## config.mk

```make
export PLATFORM = sky130hd
export DESIGN_NAME = stage4_memory_flat
export DESIGN_NICKNAME = d
export VERILOG_FILES = /design/src/rtl/stage4_memory_pkg.sv /design/src/rtl/stage4_memory_if.sv /design/src/rtl/stage4_memory_store_lane_align.sv /design/src/rtl/stage4_memory.sv /design/src/flat_wrapper.sv
export SDC_FILE = /design/constraint.sdc
export NUM_CORES = 1
export LEC_CHECK = 0
export CAP_MARGIN = 25
export CORE_MARGIN = 2
export CORE_UTILIZATION = 32
export CTS_BUF_LIST = sky130_fd_sc_hd__clkbuf_2
export DETAILED_ROUTE_END_ITERATION = 8
export PLACE_DENSITY = 0.87
export SLEW_MARGIN = 40
export SYNTH_ARGS = -nofsm -noshare
export SYNTH_HDL_FRONTEND = slang
export SYNTH_SLANG_ARGS = --single-unit
```

## constraint.sdc

```tcl
create_clock -name clk -period 3.5 [get_ports clk]
set_clock_uncertainty 0.15 [all_clocks]
set_input_delay 1.05 -clock clk [delete_from_list [all_inputs] [get_ports clk]]
set_output_delay 1.05 -clock clk [all_outputs]
set_load 0.01 [all_outputs]
```

## src/rtl/stage4_memory_pkg.sv

```systemverilog
// Types and constants for the memory stage, shared with the neighbouring pipeline stages.
package stage4_memory_pkg;

  localparam int REGISTER_WIDTH = 32;
  localparam int BYTE_WIDTH     = 8;
  localparam int BE_WIDTH       = REGISTER_WIDTH / BYTE_WIDTH;

  localparam logic [6:0] OPCODE_LOAD   = 7'b0000011;
  localparam logic [6:0] OPCODE_STORE  = 7'b0100011;
  localparam logic [6:0] OPCODE_OP_IMM = 7'b0010011;

  localparam logic [2:0] F3_SB  = 3'b000;
  localparam logic [2:0] F3_SH  = 3'b001;
  localparam logic [2:0] F3_SW  = 3'b010;
  localparam logic [2:0] F3_LB  = 3'b000;
  localparam logic [2:0] F3_LH  = 3'b001;
  localparam logic [2:0] F3_LW  = 3'b010;
  localparam logic [2:0] F3_LBU = 3'b100;
  localparam logic [2:0] F3_LHU = 3'b101;

  // funct3[1:0] gives the access size for both loads and stores
  localparam logic [1:0] SIZE_BYTE = 2'b00;
  localparam logic [1:0] SIZE_HALF = 2'b01;

  typedef struct packed {
    logic [6:0] opcode;
    logic [4:0] rd;
    logic [2:0] funct3;
  } decoded_instruction_t;

  typedef struct packed {
    decoded_instruction_t              decoded_instruction;
    logic [REGISTER_WIDTH-1:0]         alu_result;
    logic [REGISTER_WIDTH-1:0]         rs2_data;
    logic [REGISTER_WIDTH-1:0]         branch_target;
  } execute_to_memory_t;

  typedef struct packed {
    decoded_instruction_t              decoded_instruction;
    logic [REGISTER_WIDTH-1:0]         alu_result;
    logic [REGISTER_WIDTH-1:0]         branch_target;
    logic [REGISTER_WIDTH-1:0]         data_from_memory;
  } memory_to_writeback_t;

  typedef enum logic {IDLE, ACCESS} mem_state_e;

endpackage

```

## src/rtl/stage4_memory_if.sv

```systemverilog
// Stream channel between pipeline stages.
// A beat transfers on a rising clk edge with tvalid && tready; the master keeps
// tvalid high and tdata stable until that edge, and tvalid never depends on tready.
interface stage4_memory_if #(parameter type T = logic);
  logic tvalid;
  logic tready;
  T     tdata;

  modport master (output tvalid, output tdata, input tready);
  modport slave  (input tvalid, input tdata, output tready);
endinterface

```

## src/rtl/stage4_memory_store_lane_align.sv

```systemverilog
// Places store data and byte enables on the addressed byte lane and flags
// accesses that would cross a word boundary.
module stage4_memory_store_lane_align
  import stage4_memory_pkg::*;
(
  input  logic [2:0]                funct3_i,
  input  logic [1:0]                offset_i,
  input  logic [REGISTER_WIDTH-1:0] rs2_i,
  output logic [BE_WIDTH-1:0]       be_o,
  output logic [REGISTER_WIDTH-1:0] wdata_o,
  output logic                      misaligned_o
);

  // Bit 2 only selects sign/zero extension, which is handled in writeback.
  logic unused_funct3_ext;
  assign unused_funct3_ext = funct3_i[2];

  always_comb begin
    be_o         = '0;
    misaligned_o = 1'b0;
    unique case (funct3_i[1:0])
      SIZE_BYTE: be_o = BE_WIDTH'(4'b0001) << offset_i;
      SIZE_HALF: begin
        be_o         = BE_WIDTH'(4'b0011) << offset_i;
        misaligned_o = (offset_i == 2'd3);
      end
      default: begin
        be_o         = '1;
        misaligned_o = (offset_i != 2'd0);
      end
    endcase
  end

  assign wdata_o = rs2_i << {offset_i, 3'b000};

endmodule

```

## src/rtl/stage4_memory.sv

```systemverilog
// Pipeline stage 4: issues loads/stores on the req/ack data bus and registers
// the result beat for writeback.
module stage4_memory
  import stage4_memory_pkg::*;
#(
  parameter int DMEM_ADDR_WIDTH = 32,
  parameter int TIMEOUT_CYCLES  = 255
) (
  input  logic                       clk,
  input  logic                       rst,
  stage4_memory_if.slave             axis_execute_to_memory,
  stage4_memory_if.master            axis_memory_to_writeback,
  output logic                       dmem_req,
  output logic                       dmem_we,
  output logic [DMEM_ADDR_WIDTH-1:0] dmem_addr,
  output logic [REGISTER_WIDTH-1:0]  dmem_wdata,
  output logic [BE_WIDTH-1:0]        dmem_be,
  input  logic [REGISTER_WIDTH-1:0]  dmem_rdata,
  input  logic                       dmem_ack,
  output logic                       misaligned_error,
  output logic                       bus_error,
  output mem_state_e                 dbg_state_o
);

  localparam int CNT_W = $clog2(TIMEOUT_CYCLES + 1);
  localparam logic [CNT_W-1:0] CNT_LAST = CNT_W'(TIMEOUT_CYCLES - 1);

  mem_state_e                state_q, state_d;
  logic                      out_valid_q, out_valid_d;
  memory_to_writeback_t      out_data_q, out_data_d;
  decoded_instruction_t      pend_instr_q, pend_instr_d;
  logic [REGISTER_WIDTH-1:0] pend_alu_q, pend_alu_d;
  logic [REGISTER_WIDTH-1:0] pend_bt_q, pend_bt_d;
  logic                      req_q, req_d, we_q, we_d;
  logic [DMEM_ADDR_WIDTH-1:0] addr_q, addr_d;
  logic [REGISTER_WIDTH-1:0] wdata_q, wdata_d;
  logic [BE_WIDTH-1:0]       be_q, be_d;
  logic [CNT_W-1:0]          cnt_q, cnt_d;
  logic                      mis_err_q, mis_err_d, bus_err_q, bus_err_d;

  execute_to_memory_t        in_data;
  logic                      in_ready, in_fire, is_load, is_store, lane_misaligned;
  logic [BE_WIDTH-1:0]       lane_be;
  logic [REGISTER_WIDTH-1:0] lane_wdata, load_data;

  assign in_data  = axis_execute_to_memory.tdata;
  assign in_ready = (state_q == IDLE) && (!out_valid_q || axis_memory_to_writeback.tready);
  assign in_fire  = axis_execute_to_memory.tvalid && in_ready;
  assign is_load  = (in_data.decoded_instruction.opcode == OPCODE_LOAD);
  assign is_store = (in_data.decoded_instruction.opcode == OPCODE_STORE);
  assign load_data = dmem_rdata >> {pend_alu_q[1:0], 3'b000};

  stage4_memory_store_lane_align u_lane (
    .funct3_i     (in_data.decoded_instruction.funct3),
    .offset_i     (in_data.alu_result[1:0]),
    .rs2_i        (in_data.rs2_data),
    .be_o         (lane_be),
    .wdata_o      (lane_wdata),
    .misaligned_o (lane_misaligned)
  );

  always_comb begin
    state_d      = state_q;
    out_valid_d  = out_valid_q && !axis_memory_to_writeback.tready;
    out_data_d   = out_data_q;
    pend_instr_d = pend_instr_q;
    pend_alu_d   = pend_alu_q;
    pend_bt_d    = pend_bt_q;
    req_d        = req_q;
    we_d         = we_q;
    addr_d       = addr_q;
    wdata_d      = wdata_q;
    be_d         = be_q;
    cnt_d        = cnt_q;
    mis_err_d    = mis_err_q;
    bus_err_d    = bus_err_q;
    unique case (state_q)
      IDLE: begin
        if (in_fire) begin
          if ((is_load || is_store) && !lane_misaligned) begin
            state_d      = ACCESS;
            pend_instr_d = in_data.decoded_instruction;
            pend_alu_d   = in_data.alu_result;
            pend_bt_d    = in_data.branch_target;
            req_d        = 1'b1;
            we_d         = is_store;
            addr_d       = {in_data.alu_result[DMEM_ADDR_WIDTH-1:2], 2'b00};
            wdata_d      = lane_wdata;
            be_d         = is_store ? lane_be : '0;
            cnt_d        = '0;
          end else begin
            // Plain ALU ops and misaligned accesses go straight to the output slot.
            out_valid_d = 1'b1;
            out_data_d  = '{decoded_instruction: in_data.decoded_instruction,
                            alu_result:          in_data.alu_result,
                            branch_target:       in_data.branch_target,
                            data_from_memory:    '0};
            if (is_load || is_store) mis_err_d = 1'b1;
          end
        end
      end
      ACCESS: begin
        // The output slot is always empty here, so completing never overwrites a beat.
        if (dmem_ack || cnt_q == CNT_LAST) begin
          state_d     = IDLE;
          out_valid_d = 1'b1;
          out_data_d  = '{decoded_instruction: pend_instr_q,
                          alu_result:          pend_alu_q,
                          branch_target:       pend_bt_q,
                          data_from_memory:    (dmem_ack && !we_q) ? load_data : '0};
          req_d       = 1'b0;
          we_d        = 1'b0;
          be_d        = '0;
          if (!dmem_ack) bus_err_d = 1'b1;
        end else begin
          cnt_d = cnt_q + 1'b1;
        end
      end
    endcase
  end

  always_ff @(posedge clk) begin
    if (rst) begin
      state_q      <= IDLE;
      out_valid_q  <= 1'b0;
      out_data_q   <= '0;
      pend_instr_q <= '0;
      pend_alu_q   <= '0;
      pend_bt_q    <= '0;
      req_q        <= 1'b0;
      we_q         <= 1'b0;
      addr_q       <= '0;
      wdata_q      <= '0;
      be_q         <= '0;
      cnt_q        <= '0;
      mis_err_q    <= 1'b0;
      bus_err_q    <= 1'b0;
    end else begin
      state_q      <= state_d;
      out_valid_q  <= out_valid_d;
      out_data_q   <= out_data_d;
      pend_instr_q <= pend_instr_d;
      pend_alu_q   <= pend_alu_d;
      pend_bt_q    <= pend_bt_d;
      req_q        <= req_d;
      we_q         <= we_d;
      addr_q       <= addr_d;
      wdata_q      <= wdata_d;
      be_q         <= be_d;
      cnt_q        <= cnt_d;
      mis_err_q    <= mis_err_d;
      bus_err_q    <= bus_err_d;
    end
  end

  assign axis_execute_to_memory.tready   = in_ready;
  assign axis_memory_to_writeback.tvalid = out_valid_q;
  assign axis_memory_to_writeback.tdata  = out_data_q;
  assign dmem_req         = req_q;
  assign dmem_we          = we_q;
  assign dmem_addr        = addr_q;
  assign dmem_wdata       = wdata_q;
  assign dmem_be          = be_q;
  assign misaligned_error = mis_err_q;
  assign bus_error        = bus_err_q;
  assign dbg_state_o      = state_q;

endmodule
```

## src/flat_wrapper.sv

```systemverilog
// flat-port wrapper written by rule: the top's interface ports become plain ports
module stage4_memory_flat import stage4_memory_pkg::*;
#(
  parameter int DMEM_ADDR_WIDTH = 32,
  parameter int TIMEOUT_CYCLES  = 255
)
  (clk, rst, dmem_req, dmem_we, dmem_addr, dmem_wdata, dmem_be, dmem_rdata, dmem_ack, misaligned_error, bus_error, dbg_state_o, axis_execute_to_memory_tvalid, axis_execute_to_memory_tdata, axis_execute_to_memory_tready, axis_memory_to_writeback_tvalid, axis_memory_to_writeback_tdata, axis_memory_to_writeback_tready);
  stage4_memory_if axis_execute_to_memory_i ();
  stage4_memory_if axis_memory_to_writeback_i ();
  input  logic clk;
  input  logic rst;
  output logic dmem_req;
  output logic dmem_we;
  output logic [DMEM_ADDR_WIDTH-1:0] dmem_addr;
  output logic [REGISTER_WIDTH-1:0] dmem_wdata;
  output logic [BE_WIDTH-1:0] dmem_be;
  input  logic [REGISTER_WIDTH-1:0] dmem_rdata;
  input  logic dmem_ack;
  output logic misaligned_error;
  output logic bus_error;
  output mem_state_e dbg_state_o;
  input wire logic [$bits(axis_execute_to_memory_i.tvalid)-1:0] axis_execute_to_memory_tvalid;
  input wire logic [$bits(axis_execute_to_memory_i.tdata)-1:0] axis_execute_to_memory_tdata;
  output wire logic [$bits(axis_execute_to_memory_i.tready)-1:0] axis_execute_to_memory_tready;
  output wire logic [$bits(axis_memory_to_writeback_i.tvalid)-1:0] axis_memory_to_writeback_tvalid;
  output wire logic [$bits(axis_memory_to_writeback_i.tdata)-1:0] axis_memory_to_writeback_tdata;
  input wire logic [$bits(axis_memory_to_writeback_i.tready)-1:0] axis_memory_to_writeback_tready;
  assign axis_execute_to_memory_i.tvalid = axis_execute_to_memory_tvalid;
  assign axis_execute_to_memory_i.tdata = axis_execute_to_memory_tdata;
  assign axis_execute_to_memory_tready = axis_execute_to_memory_i.tready;
  assign axis_memory_to_writeback_tvalid = axis_memory_to_writeback_i.tvalid;
  assign axis_memory_to_writeback_tdata = axis_memory_to_writeback_i.tdata;
  assign axis_memory_to_writeback_i.tready = axis_memory_to_writeback_tready;
  stage4_memory #(.DMEM_ADDR_WIDTH(DMEM_ADDR_WIDTH), .TIMEOUT_CYCLES(TIMEOUT_CYCLES)) u_core (.clk(clk), .rst(rst), .axis_execute_to_memory(axis_execute_to_memory_i), .axis_memory_to_writeback(axis_memory_to_writeback_i), .dmem_req(dmem_req), .dmem_we(dmem_we), .dmem_addr(dmem_addr), .dmem_wdata(dmem_wdata), .dmem_be(dmem_be), .dmem_rdata(dmem_rdata), .dmem_ack(dmem_ack), .misaligned_error(misaligned_error), .bus_error(bus_error), .dbg_state_o(dbg_state_o));
endmodule
```

# ---- After elaboration in Yosys (flattened, before gate mapping)
# Cells that the tools add are included.
dict set report classes {
  add_sub_neg 1
  n_eq_ne 4
  n_mux 15
  bitwise_logic 2
  reduce_logical 13
}
# cell n
set ops {}
lappend ops {{$mux 8} 2}
lappend ops {{$add 8x1->8 const B} 1}
lappend ops {{$eq 8x8->1 const B} 1}
lappend ops {{$mux 1} 8}
lappend ops {{$mux 4} 2}
lappend ops {{$pmux 1 s2} 3}
lappend ops {{$reduce_and 2->1} 3}
lappend ops {{$logic_and 1x1->1} 4}
lappend ops {{$ne 2x2->1 const B} 2}
lappend ops {{$logic_not 1->1} 3}
lappend ops {{$reduce_and 3->1} 1}
lappend ops {{$logic_or 1x1->1} 2}
lappend ops {{$ne 2x1->1 const B} 1}
lappend ops {{$not 1->1} 2}
dict set report totals {
  reg_bits 17
  input_bits 38
  out_inout_bits 76
}

# ---- Logic depth before layout (Yosys ltp)
# Gate-level depths: netlist of run 1.
dict set report logic_depth {
  depth_word 6
  mapped_depth 6
  ltp_nobuf 6
}

# ---- Least setup slack after synthesis of run 1
# Ideal clock, no wire load.
dict set report synth_timing {
  path_type {input -> output}
  from {input port axis_memory_to_writeback_tready}
  to {output port axis_execute_to_memory_tready}
  t_arrival_ns 1.406
  t_required_ns 2.300
  setup_slack_ns 0.894
  path_stages 2
  n_path_buf 0
  path_cell_list {nand2b_1 -> and2b_2}
}
dict set report synth_between {
  elab_chain_len 2
}
# element line
set synth_rtl {}
lappend synth_rtl {{from (decl)} flat_wrapper.sv:27} ;# input wire logic [$bits(axis_memory_to_writeback_i.tready)-1:0] axis_memory_to_writeback_tready;
lappend synth_rtl {{$logic_or 1x1->1} stage4_memory.sv:47} ;# assign in_ready = (state_q == IDLE) && (!out_valid_q || axis_memory_to_writeback.tready);
lappend synth_rtl {{$logic_and 1x1->1} stage4_memory.sv:47}
lappend synth_rtl {{to (decl)} flat_wrapper.sv:24} ;# output wire logic [$bits(axis_execute_to_memory_i.tready)-1:0] axis_execute_to_memory_tready;
# Every way passes these cells.

# ---- Worst setup path after layout of run 1
# Ends and elaborated chain as after synthesis.

==> results of run 1 <==
per-stage QoR:
step | area (um^2) | utilization (%) | worst slack [ns] | hold slack [ns] | instances
global placement | 1020 | 30.3 | 0.0361 | 0.303 | 188
global route | 1040 | 30.8 | 0.155 | 0.379 | 192
finish | 1040 | 30.8 | 0.197 | 0.336 | 192
detailed placement | 1020 | 30.3 | -0.00847 | 0.320 | 188
CTS | 1040 | 30.8 | 0.204 | 0.338 | 192
floorplan | 1390 | - | 0.894 | 0.349 | 203
layout make-up:
cell class / instances / area [um^2] / share of cell area (%)
clock buffer: 3 / 15.0 / 1.45
clock inverter: 1 / 3.75 / 0.362
sequential: 12 / 240 / 23.2
inverter: 1 / 3.75 / 0.362
multi-input combinational: 118 / 609 / 58.8
timing repair buffer: 11 / 106 / 10.3
tap: 46 / 57.6 / 5.56
kinds of logic after synthesis:
group	synth area share, %
buffers and inverters	47.9
and+or+nand+nor	13.1
xor gates and xnor gates	4.66
other	0.333
AOI/OAI and AO/OA	10.4
adders and majority gates	2.22
DFF	21.3
flip-flops by register name, summed over array words and instances, names as in the netlist:
| register | cells |
|---|---|
| u_core.cnt_q | 8 |
| u_core.axis_memory_to_writeback.tdata | 1 |
| u_core.axis_memory_to_writeback.tvalid | 1 |
| u_core.bus_error | 1 |
| u_core.dbg_state_o | 1 |
metal layers:
metal  share of wire, %  vias up  track usage [%]
li1                   -      325                -
met1                 37      291             8.95
met2                 47       50             12.1
met3                 12        8             3.75
met4                3.6        0             5.43
met5                  0        -                0
synthesized netlist by cell type (all sizes together):
| cell type | instances | area [um^2] |
|---|---|---|
| a2111oi | 1 | 27.5 |
| a211oi | 1 | 7.51 |
| a21boi | 1 | 11.3 |
| a21oi | 4 | 20.0 |
| a31oi | 1 | 6.26 |
| and2b | 2 | 17.5 |
| and3 | 2 | 17.5 |
| and4 | 1 | 8.76 |
| and4b | 1 | 11.3 |
| buf | 71 | 533 |
| clkbuf | 1 | 3.75 |
| conb | 1 | 3.75 |
| dfxtp | 12 | 240 |
| ha | 2 | 25.0 |
| inv | 1 | 3.75 |
| nand2 | 1 | 3.75 |
| nand2b | 1 | 6.26 |
| nand3 | 3 | 15.0 |
| nand4 | 2 | 12.5 |
| nand4b | 1 | 15.0 |
| nor2 | 9 | 33.8 |
| o211ai | 3 | 22.5 |
| o21ai | 3 | 15.0 |
| o31ai | 1 | 7.51 |
| or3 | 1 | 6.26 |
| xnor2 | 2 | 17.5 |
| xor2 | 4 | 35.0 |
power groups by stage:
| stage | clock, mW | sequential [mW] | combinational (mW) |
|---|---|---|---|
| floorplan | 0 | 0.141 | 0.0961 |
| global placement | 0 | 0.141 | 0.0473 |
| detailed placement | 0 | 0.141 | 0.0477 |
| CTS | 0.0742 | 0.138 | 0.0474 |
| global route | 0.0816 | 0.138 | 0.0536 |
| finish | 0.0696 | 0.138 | 0.0492 |
tightest hold or removal path, cell delays in order (launching register included):
cell     delay [ns]
dfxtp_1        0.32
o21ai_0        0.07
a21oi_1        0.06
worst min path at each step:
stage | endpoint | slack (ns)
4_1_cts | u_core.axis_memory_to_writeback.tdata | 0.34
3_3_place_gp | u_core.bus_error | 0.30
5_1_grt | u_core.axis_memory_to_writeback.tdata | 0.38
3_5_place_dp | u_core.axis_memory_to_writeback.tdata | 0.32
6_report | u_core.axis_memory_to_writeback.tdata | 0.34
2_1_floorplan | u_core.axis_memory_to_writeback.tdata | 0.35
==> flow_summary.ini, run 1 <==
[cells_and_area]
syn2layout_area_growth_pct = -8.10
antenna_cells = 0
fillers = 379
final_common_cell = conb_1
drive_above_1_share_pct = 7.53
fin_nets = 187
mostFrequentLayoutCells = conb_1, dfxtp_1, nor2_1, clkdlybuf4s50_1

[timing]
period_needed_ns = 3.30
max_clock_freq_mhz = 303
rsz0062_at_grt = false
tns_ns = 0
finalHoldViolations = 0
setup_viol = 0
finalMaxSlewViolations = 0
period_share_pct = 94.4

[floorplanning]
core_um2 = 3360
fp.dieW_um = 63.4
io_pins = 114
start_util_pct = 33.5
rows = 21
die_y_um = 63.4
dieArea_um2 = 4010

[power_and_ir_drop]
ir_drop_v = 0.000147
leakage_nw = 0.495
p_per_area_nw_per_um2 = 247
power.total_uw = 256
p_clk_share_pct = 27.1
internal-power_uw = 171
swShare_pct = 33.3
combPwrFrac_pct = 19.2
power.switching_uw = 85.4
seq_power_share_pct = 53.7

[clock_network]
clockBufferDepth = 2
cts_hold_buf = 0
cts_root_buffer = clkbuf_2
cts_sinks = 12
cts.reportedPaths.clkPinSlew_ns = 0.11
postCtsSetupBuffers = 0
cts_buffers = 3
htree_levels = 1
clock_latency_ns = 0.27
tritoncts = done
cts_resized = 1

[synthesis]
syn-instance-count = 133
ys_ff_latch = 12
synth.distinct_cells = 28
netlist_area_um2 = 1130
avgSynthCellArea_um2 = 8.48
yosysSeqAreaShare_pct = 21.3
ys_warn_count = 0

[detailed_routing]
drtIter0Drc = 11
ant_nets = 0
avgRoutedWirePerCell_um = 8.33
first_pass_iters = 2
viasPerCell = 3.51
routed_wl_mm = 1.60
dr_total_vias = 674
post-route-drc-count = 0

[global_routing]
grtUsageTotal_pct = 8.03
grt_max_degree = 13
grt_pass1_wl_mm = 2.55
grt_overflow_total = 0
antenna_found_initial = 0
grt_pass1_vias = 557

[worst_setup_path]
crit_start = axis_memory_to_writeback_tready
worst_path_largest_cell_delay_ns = 0.40
cp_cell_sequence = clkdlybuf4s50_1 > nand2b_1 > and2b_2 > dlygate4sd2_1
crit_path_top_delay_cell = clkdlybuf4s50_1
critPathArrivalTime_ns = 2.10
end_kind = output pin
worst_ep_required_time_ns = 2.30
worst-path-buf-inv = 2
r2r_slack_ns = 1.70
critPathTopFamily = buffers and inverters
reg2regPathDepth = 6
cp-endpoint = axis_execute_to_memory_tready
rr_startpoint = u_core.cnt_q[0]
crit_type = primary input to output pin
worst-path-stages = 4
r2r-end = u_core.cnt_q[7]
crit_fanout = 2
critPathLaunchType = primary input

[placed_design]
dp_hpwl_mm = 1.26
gp_congestion = 0.824
io_buffers = 10

[worst_hold_path]
min_path_cells = 2
hp-class = register to register
holdCritStartpoint = u_core.axis_memory_to_writeback.tdata

[job]
max_cap_viol_count = 0

[run_status]
status = finished clean
Note: power is estimated with default switching activity, not from simulation.
==> run 2: changes to the inputs <==
CAP_MARGIN = 20   (was 25)
==> results of run 2 <==
Final layout, timing and power as in run 1 (identical DEF).
